--- src/rtl/reciever_ctrl_pkg.sv ---
// Shared types and sizing for the receive sequencing controller.
// Packet width derives from the network packet width minus the 16-bit framing overhead.
package reciever_ctrl_pkg;

  localparam int PACKET_WIDTH_BITS = 48;
  localparam int STAT_W_DEFAULT    = 16;

  typedef enum logic [1:0] {HUNT, CLEAR, WAIT} rx_ctrl_state_t;

  function automatic int tmo_cnt_width(input int cycles);
    return (cycles > 1) ? $clog2(cycles) : 1;
  endfunction

endpackage

--- src/rtl/reciever_out_reg.sv ---
// Single-entry holding register for recovered packets with valid/ready toward the system
// side; a load request that finds the register full and not draining is reported as a drop.
module reciever_out_reg #(
  parameter int W = 32
) (
  input  logic         clk,
  input  logic         rst_n,
  input  logic         load_req_i,
  input  logic         ready_i,
  input  logic [W-1:0] data_i,
  output logic [W-1:0] data_o,
  output logic         valid_o,
  output logic         drop_o
);

  logic [W-1:0] data_q;
  logic         valid_q;
  logic         drop_q;
  logic         accept;

  // A draining entry frees the slot in the same cycle, so a load can replace it.
  assign accept = load_req_i && (!valid_q || ready_i);

  always_ff @(posedge clk or negedge rst_n) begin
    if (!rst_n) begin
      data_q  <= '0;
      valid_q <= 1'b0;
      drop_q  <= 1'b0;
    end else begin
      drop_q <= load_req_i && !accept;
      if (accept) begin
        data_q  <= data_i;
        valid_q <= 1'b1;
      end else if (valid_q && ready_i) begin
        valid_q <= 1'b0;
      end
    end
  end

  assign data_o  = data_q;
  assign valid_o = valid_q;
  assign drop_o  = drop_q;

endmodule

--- src/rtl/reciever_controller.sv ---
// Receive sequencing controller: gates bit strobes into the buffer, clears it after each
// detected frame, waits (bounded) for the unsorter. Statistics under RECIEVER_CTRL_STATS_EN.
module reciever_controller
  import reciever_ctrl_pkg::*;
#(
  parameter int PACKET_BITS    = PACKET_WIDTH_BITS - 16,
  parameter int TIMEOUT_CYCLES = 1024,
  parameter int STAT_W         = STAT_W_DEFAULT
) (
  input  logic                   clk,
  input  logic                   rst_n,
  input  logic                   bit_valid,
  output logic                   buf_read,
  output logic                   buf_clear,
  input  logic                   buf_valid,
  input  logic                   buf_send,
  input  logic [PACKET_BITS-1:0] buf_packet,
  output logic [PACKET_BITS-1:0] pkt_data,
  output logic                   pkt_valid,
  input  logic                   pkt_ready,
  output logic                   timeout,
  output logic                   drop,
  output logic                   busy,
  output logic [STAT_W-1:0]      frames_ok,
  output logic [STAT_W-1:0]      frames_dropped,
  output logic [STAT_W-1:0]      timeouts
);

  localparam int CNT_W = tmo_cnt_width(TIMEOUT_CYCLES);
  localparam logic [CNT_W-1:0] CNT_LAST = CNT_W'(TIMEOUT_CYCLES - 1);

  rx_ctrl_state_t   state_q;
  logic [CNT_W-1:0] cnt_q;
  logic             pend_q;
  logic             timeout_q;
  logic             capture;
  logic             expire;

  assign capture = (state_q == WAIT) && buf_send;
  assign expire  = (state_q == WAIT) && !buf_send && (cnt_q == CNT_LAST);

  always_ff @(posedge clk or negedge rst_n) begin
    if (!rst_n) begin
      state_q   <= HUNT;
      cnt_q     <= '0;
      pend_q    <= 1'b0;
      timeout_q <= 1'b0;
    end else begin
      timeout_q <= 1'b0;
      case (state_q)
        HUNT: begin
          pend_q <= 1'b0;
          if (buf_valid) state_q <= CLEAR;
        end
        CLEAR: begin
          // A bit decided while the buffer is being flushed is replayed on the next cycle.
          pend_q  <= bit_valid;
          cnt_q   <= '0;
          state_q <= WAIT;
        end
        WAIT: begin
          pend_q <= 1'b0;
          cnt_q  <= cnt_q + 1'b1;
          if (buf_send) begin
            state_q <= HUNT;
          end else if (expire) begin
            state_q   <= HUNT;
            timeout_q <= 1'b1;
          end
        end
        default: state_q <= HUNT;
      endcase
    end
  end

  // Gated by rst_n so every output reads 0 while reset is held.
  assign buf_read  = rst_n && (state_q != CLEAR) && (bit_valid || pend_q);
  assign buf_clear = (state_q == CLEAR);
  assign busy      = (state_q != HUNT);
  assign timeout   = timeout_q;

  reciever_out_reg #(
    .W (PACKET_BITS)
  ) u_out_reg (
    .clk        (clk),
    .rst_n      (rst_n),
    .load_req_i (capture),
    .ready_i    (pkt_ready),
    .data_i     (buf_packet),
    .data_o     (pkt_data),
    .valid_o    (pkt_valid),
    .drop_o     (drop)
  );

`ifdef RECIEVER_CTRL_STATS_EN
  logic [STAT_W-1:0] ok_q, dropped_q, tmo_q;
  logic [STAT_W-1:0] ok_d, dropped_d, tmo_d;
  logic              load_evt, drop_evt;

  assign load_evt = capture && (!pkt_valid || pkt_ready);
  assign drop_evt = capture && pkt_valid && !pkt_ready;

  // Saturating increments: hold at all-ones.
  always_comb begin
    ok_d      = ok_q;
    dropped_d = dropped_q;
    tmo_d     = tmo_q;
    if (load_evt && ok_q != '1)      ok_d      = ok_q + 1'b1;
    if (drop_evt && dropped_q != '1) dropped_d = dropped_q + 1'b1;
    if (expire && tmo_q != '1)       tmo_d     = tmo_q + 1'b1;
  end

  always_ff @(posedge clk or negedge rst_n) begin
    if (!rst_n) begin
      ok_q      <= '0;
      dropped_q <= '0;
      tmo_q     <= '0;
    end else begin
      ok_q      <= ok_d;
      dropped_q <= dropped_d;
      tmo_q     <= tmo_d;
    end
  end

  assign frames_ok      = ok_q;
  assign frames_dropped = dropped_q;
  assign timeouts       = tmo_q;
`else
  assign frames_ok      = '0;
  assign frames_dropped = '0;
  assign timeouts       = '0;
`endif

endmodule

--- config.mk ---
export PLATFORM = sky130hd
export DESIGN_NAME = reciever_controller
export DESIGN_NICKNAME = d
export VERILOG_FILES = /design/src/rtl/reciever_ctrl_pkg.sv /design/src/rtl/reciever_out_reg.sv /design/src/rtl/reciever_controller.sv
export SDC_FILE = /design/constraint.sdc
export NUM_CORES = 1
export LEC_CHECK = 0
export ABC_AREA = 1
export CORE_MARGIN = 2
export CORE_UTILIZATION = 36
export CTS_CLUSTER_SIZE = 16
export DETAILED_ROUTE_END_ITERATION = 6
export MAX_ROUTING_LAYER = met4
export PLACE_DENSITY = 0.76
export SYNTH_ARGS = -nofsm -noshare
export SYNTH_HDL_FRONTEND = slang
export SYNTH_SLANG_ARGS = --single-unit
--- constraint.sdc ---
create_clock -name clk -period 1.31 [get_ports clk]
set_input_delay 0.262 -clock clk [delete_from_list [all_inputs] [get_ports clk]]
set_output_delay 0.262 -clock clk [all_outputs]
set_load 0.01 [all_outputs]
== Yosys cells after proc, flatten, opt, wreduce, memory -nomap -nowiden ==
Cells that the tools add are included.

* Equal/unequal tests: 6
* Add/subtract/negate cells: 1
* Muxes and demuxes: 11
* Reduce and logical (&&, ||, !) cells: 20

{| class="wikitable"
|+ Operators by type and width
! kind !! count
|-
| 10-bit case mux with 2 select lines || 1
|-
| 10-bit by 1-bit adder with 10-bit output, second input constant || 1
|-
| 10-bit equality test, second input constant || 1
|-
| 1-bit logical AND || 8
|-
| 2-bit nonzero test || 4
|-
| 2-bit two-way mux || 3
|-
| 2-bit case mux with 3 select lines || 1
|-
| 1-bit two-way mux || 5
|-
| 1-bit zero test || 3
|-
| 3-bit != test, second input constant || 1
|-
| 2-bit by 1-bit equality test with 1-bit output, second input constant || 1
|-
| 2-bit equality test, second input constant || 1
|-
| 2-bit zero test || 1
|-
| 1-bit logical OR || 2
|-
| 2-bit by 1-bit != test with 1-bit output, second input constant || 1
|-
| 2-bit != test, second input constant || 1
|-
| 1-bit case mux with 2 select lines || 1
|-
| 2-bit AND reduction || 1
|-
| 2-bit OR reduction || 1
|}

* Logic and storage cells: 45
* Bits in registers: 48
* Output and inout bits: 86
* Input bits: 38

== Longest topological paths before layout ==
* Word-level depth: 6
* Mapped depth: 8

== By module ==
A second synthesis with hierarchy kept.

* Cell total of the unflattened synthesis: 292
* Area total of the unflattened synthesis: 2539.9 um^2

{| class="wikitable"
|+ By module, submodules not included
! module !! area an instance (um^2) !! instances !! cells each
|-
| reciever_out_reg || 1396.3 || 1 || 146
|-
| reciever_controller || 1143.6 || 1 || 146
|}

== Least setup slack after synthesis ==
Ideal clock, no wire load.

* Path type: register to register
* From: register state_q[0]
* To: register u_out_reg.data_q[0] (netlist: u_out_reg.data_o[0])
* Arrival time: 1316 ps
* Stages on the path, launching flop included: 6
* Slack: -131 ps
* Library setup time: 125 ps
* Clock period less this slack: 1441 ps
* Buffers on the path: 1
* Cell sequence: dfrtp_1 -> inv_1 -> ha_1 -> nand3_4 -> buf_6 -> mux2_4

* Longest elaborated chain between the ends: 3

{| class="wikitable"
|+ Ends and longest elaborated chain
! element !! RTL line !! text
|-
| from (decl) || reciever_controller.sv:32 || <nowiki>rx_ctrl_state_t state_q;</nowiki>
|-
| from (signal assigned) || reciever_controller.sv:44 || <nowiki>state_q <= HUNT;</nowiki>
|-
| from (signal assigned) || reciever_controller.sv:53 || <nowiki>if (buf_valid) state_q <= CLEAR;</nowiki>
|-
| from (signal assigned) || reciever_controller.sv:59 || <nowiki>state_q <= WAIT;</nowiki>
|-
| 2-bit equality test || reciever_controller.sv:39 || <nowiki>assign capture = (state_q == WAIT) && buf_send;</nowiki>
|-
| 1-bit logical AND || reciever_controller.sv:39 ||
|-
| 1-bit logical AND || reciever_out_reg.sv:22 || <nowiki>assign accept = load_req_i && (!valid_q || ready_i);</nowiki>
|-
| to (signal assigned) || reciever_out_reg.sv:32 || <nowiki>data_q <= data_i;</nowiki>
|-
| to (decl) || reciever_out_reg.sv:16 || <nowiki>logic [W-1:0] data_q;</nowiki>
|}

Every way passes these cells.
A chain may end at the register's enable or synchronous reset.

== Worst setup path in the final report ==
* From: register state_q[0]
* To: register u_out_reg.data_q[20] (netlist: u_out_reg.data_o[20])

The elaborated chain is that of the path after synthesis.

==> impl_results.html <==
<table>
<tr><th>Metric</th><th>Value</th></tr>
<tr><th colspan="2">Power</th></tr>
<tr><td>Max VDD drop</td><td>between 0.0005 and 0.0006 V</td></tr>
<tr><td>Switching share of total power</td><td>0.334</td></tr>
<tr><td>Internal Pwr Total</td><td>about 4.5 mW</td></tr>
<tr><td>Sequential group share of total power</td><td>0.355</td></tr>
<tr><td>Leak pwr</td><td>1.81 nW</td></tr>
<tr><td>Switching power summed over all nets</td><td>between 2 and 2.5 mW</td></tr>
<tr><td>P per Cell Area</td><td>between 1500 and 2000 mW/mm^2</td></tr>
<tr><td>Clock share of power</td><td>0.129</td></tr>
<tr><td>Total power of the final layout</td><td>6.71 mW</td></tr>
<tr><td>Part of the power in combinational logic</td><td>0.516</td></tr>
<tr><th colspan="2">STA</th></tr>
<tr><td>Maximum frequency from static timing analysis</td><td>659 MHz</td></tr>
<tr><td>Hold Slack</td><td>0.0949 ns</td></tr>
<tr><td>Min Tclk post-route</td><td>1.52 ns</td></tr>
<tr><td>Post-Route Skew</td><td>~0.0044 ns</td></tr>
<tr><td>Max-slew violation count</td><td>0</td></tr>
<tr><td>Setup repair after global routing missed its margin</td><td>true</td></tr>
<tr><td>Total of endpoints with negative setup slack in the final report</td><td>44</td></tr>
<tr><td>Slew HR</td><td>0.602</td></tr>
<tr><td>Transition time at the pin with the least slew margin</td><td>0.597 ns</td></tr>
<tr><td>Part of the cycle the worst path needs</td><td>1.16</td></tr>
<tr><td>Sum Neg Setup Slack</td><td>-6.98 ns</td></tr>
<tr><td>Min setup slack post-route</td><td>-0.207 ns</td></tr>
<tr><td>Final Hold Viols</td><td>0</td></tr>
<tr><th colspan="2">Layout</th></tr>
<tr><td>Most frequent cells in the layout</td><td>conb_1 (48), dfrtp_1 (48), clkdlybuf4s50_1 (36)</td></tr>
<tr><td>Cell Count, Final, Fillers Out</td><td>397</td></tr>
<tr><td>Layout-stage area growth over the synthesis result</td><td>41.9%</td></tr>
<tr><td>Final standard cell area without fillers</td><td>0.00352 sq mm</td></tr>
<tr><td>Final core utilization</td><td>0.524</td></tr>
<tr><td>Fraction of layout cells with a size suffix above 1</td><td>0.297</td></tr>
<tr><td>Antenna diode instance count</td><td>0</td></tr>
<tr><td>Layout net count</td><td>359</td></tr>
<tr><th colspan="2">Floorplan</th></tr>
<tr><td>Die Ht</td><td>87.0 microns</td></tr>
<tr><td>X dimension of the die</td><td>87.0 microns</td></tr>
<tr><td>DIE AREA</td><td>0.00758 sq mm</td></tr>
<tr><td>Boundary Pins</td><td>124</td></tr>
<tr><td>Effective utilization at floorplan</td><td>0.369</td></tr>
<tr><td>Area of the core</td><td>0.00672 sq mm</td></tr>
<tr><td># rows</td><td>30</td></tr>
<tr><th colspan="2">Critical path</th></tr>
<tr><td>Crit path max fanout</td><td>8</td></tr>
<tr><td>Worst EP required</td><td>1.50 ns</td></tr>
<tr><td>Critical path start-end classification</td><td>register to register</td></tr>
<tr><td>Startpoint class of the critical path</td><td>register</td></tr>
<tr><td>Endpoint class of the critical path</td><td>register</td></tr>
<tr><td>Data arrival, critical path</td><td>1.71 ns</td></tr>
<tr><th colspan="2">Place</th></tr>
<tr><td>Total half-perimeter wirelength after legalization and detailed placement</td><td>~3600 microns</td></tr>
<tr><td>Number of placed instances, taps included</td><td>381</td></tr>
<tr><td>Gp weighted congestion</td><td>0.830</td></tr>
<tr><td>Placed Area</td><td>0.00328 sq mm</td></tr>
<tr><td>Count of input and output buffers</td><td>75</td></tr>
<tr><td>Setup slack after placement</td><td>-0.392 ns</td></tr>
<tr><th colspan="2">Global route</th></tr>
<tr><td>Largest net degree at the start of global routing</td><td>49</td></tr>
<tr><td>Wire length of the first global-routing pass</td><td>7560 microns</td></tr>
<tr><td>GR Overflow Total</td><td>0</td></tr>
<tr><td>Antenna violations before repair</td><td>0</td></tr>
<tr><td>Number of global-route vias before repair</td><td>1603</td></tr>
<tr><td>Global-route usage over all layers</td><td>0.130</td></tr>
<tr><th colspan="2">Status</th></tr>
<tr><td>Outcome</td><td>finished with violations</td></tr>
<tr><td>Violations in the final reports</td><td>negative setup slack</td></tr>
<tr><th colspan="2">Yosys</th></tr>
<tr><td>Post-Synthesis Cell Area</td><td>0.00248 sq mm</td></tr>
<tr><td>Synthesized area per cell</td><td>11.6 sq um</td></tr>
<tr><td>Yosys Warn Count</td><td>0</td></tr>
<tr><td>Flip-flop and latch count after synthesis</td><td>48</td></tr>
<tr><td>Gate count of the mapped netlist</td><td>214</td></tr>
<tr><td>Count of distinct cell types in the synthesized netlist</td><td>20</td></tr>
<tr><td>Sequential share of the synthesized area</td><td>0.484</td></tr>
<tr><th colspan="2">Routing</th></tr>
<tr><td>Average via count per standard cell</td><td>4.31</td></tr>
<tr><td>First-pass iteration count of the detailed router</td><td>4</td></tr>
<tr><td>Average wire per cell in the routed design</td><td>between 10 and 15 microns</td></tr>
<tr><td>Detailed-route via count</td><td>1712</td></tr>
<tr><td>DRC Markers</td><td>0</td></tr>
<tr><td>Starting DRC count in detailed routing</td><td>76</td></tr>
<tr><td>Final wirelength</td><td>around 5000 microns</td></tr>
<tr><td>Final antenna-violating net count</td><td>0</td></tr>
<tr><th colspan="2">Clock network</th></tr>
<tr><td>Maximum level of the CTS H-tree</td><td>2</td></tr>
<tr><td>CTS tree</td><td>built</td></tr>
<tr><td>Clock transition at the registers of the reported paths</td><td>0.09 ns</td></tr>
<tr><td>Max clock buf depth</td><td>2</td></tr>
<tr><td>Later-pin clock latency in the skew report</td><td>0.30 ns</td></tr>
<tr><td>Num Clock Sinks</td><td>48</td></tr>
<tr><td>Root buffer selected by CTS</td><td>clkbuf_8</td></tr>
<tr><td>Number of buffers inserted during clock tree synthesis</td><td>5</td></tr>
<tr><th colspan="2">Job</th></tr>
<tr><td>Maximum Capacitance Violations</td><td>0</td></tr>
<tr><th colspan="2">Worst hold path</th></tr>
<tr><td>Class of the tightest hold or removal check</td><td>input pin to async pin</td></tr>
</table>
critical path, stage by stage (launching register included):
cell	delay [ns]
dfrtp_1	0.41
inv_2	0.10
buf_6	0.10
ha_4	0.16
nand3_4	0.14
clkbuf_16	0.21
mux2_4	0.29
worst paths after layout:
| check | from | endpoint | depth (start not counted) | slack, ns |
|---|---|---|---|---|
| setup / recovery | state_q[0] | u_out_reg.data_o[20] | 6 | -0.21 |
| hold / removal | rst_n | cnt_q[6] | 2 | 0.09 |
| setup reg to reg | state_q[0] | u_out_reg.data_o[20] | 6 | -0.21 |
| hold reg to reg | u_out_reg.data_o[7] | u_out_reg.data_o[7] | 1 | 0.51 |
| max in group asynchronous | rst_n | timeout | 2 | 0.82 |
| min in group clk | u_out_reg.data_o[7] | u_out_reg.data_o[7] | 1 | 0.51 |
sequential cells by signal, indices dropped and copies added (netlist names):
signal and count:
pend_q 1, timeout 1, u_out_reg.drop_o 1, state_q 2, cnt_q 10, u_out_reg.data_o 32, u_out_reg.valid_o 1
metal layers:
metal,global-route usage,share of wire,routed length [microns],vias to the layer above
li1,-,-,-,795
met1,0.161,0.41,2090,840
met2,0.210,0.51,2640,68
met3,0.0360,0.067,343,9
met4,0.0327,0.010,52,0
met5,-,0,0,-
Yosys cell counts:
cell type | n | area share
inv_1 | 12 | 0.018
mux2_2 | 2 | 0.0091
buf_4 | 48 | 0.15
nand4_1 | 1 | 0.0025
conb_1 | 1 | 0.0015
or2_2 | 1 | 0.0025
nor2_1 | 16 | 0.024
buf_6 | 3 | 0.014
mux2_4 | 30 | 0.18
dfrtp_1 | 48 | 0.48
nand3_1 | 5 | 0.010
xor2_1 | 2 | 0.0071
nand3b_1 | 1 | 0.0030
a21oi_1 | 6 | 0.012
ha_1 | 5 | 0.025
nor3_1 | 2 | 0.0040
nand3_4 | 1 | 0.0071
o21ai_0 | 5 | 0.010
o21bai_1 | 1 | 0.0030
nand2_1 | 24 | 0.036
layout make-up:
class                   count  area (sq um)
repair buffers             99           927
multi-input cells         150          1160
well taps                  80           100
inverters                  12          45.0
fillers                   574          3200
clock inverters             3          18.8
clock buffers               5          68.8
flip-flops and latches     48          1200
what timing repair did:
action,in CTS,in global routing
gates resized for setup,54,25
cloned,0,1
hold buffers,0,0
pin swaps,1,10
setup buffers,1,6
setup endpoints to repair,80,46
cell families (layout without fill, tap and decap cells):
family,after synthesis,count (layout),share of synthesized area
adders and majority gates,5,5,0.0252
AOI/OAI and AO/OA,12,12,0.0252
xor gates and xnor gates,2,2,0.00706
muxes,32,32,0.191
other,1,48,0.00151
buffers and inverters,63,119,0.177
and+or+nand+nor,51,51,0.0897
DFF,48,48,0.484
power by group through the flow:
stage	Clock (mW)	Sequential [mW]	Combinational, mW
6_report	0.867	2.38	3.46
5_1_grt	0.965	2.46	3.69
4_1_cts	0.913	2.38	3.20
3_5_place_dp	0	2.42	3.47
3_3_place_gp	0	2.40	3.40
2_1_floorplan	0	2.66	1.59
(Power assumes the default switching activity.)
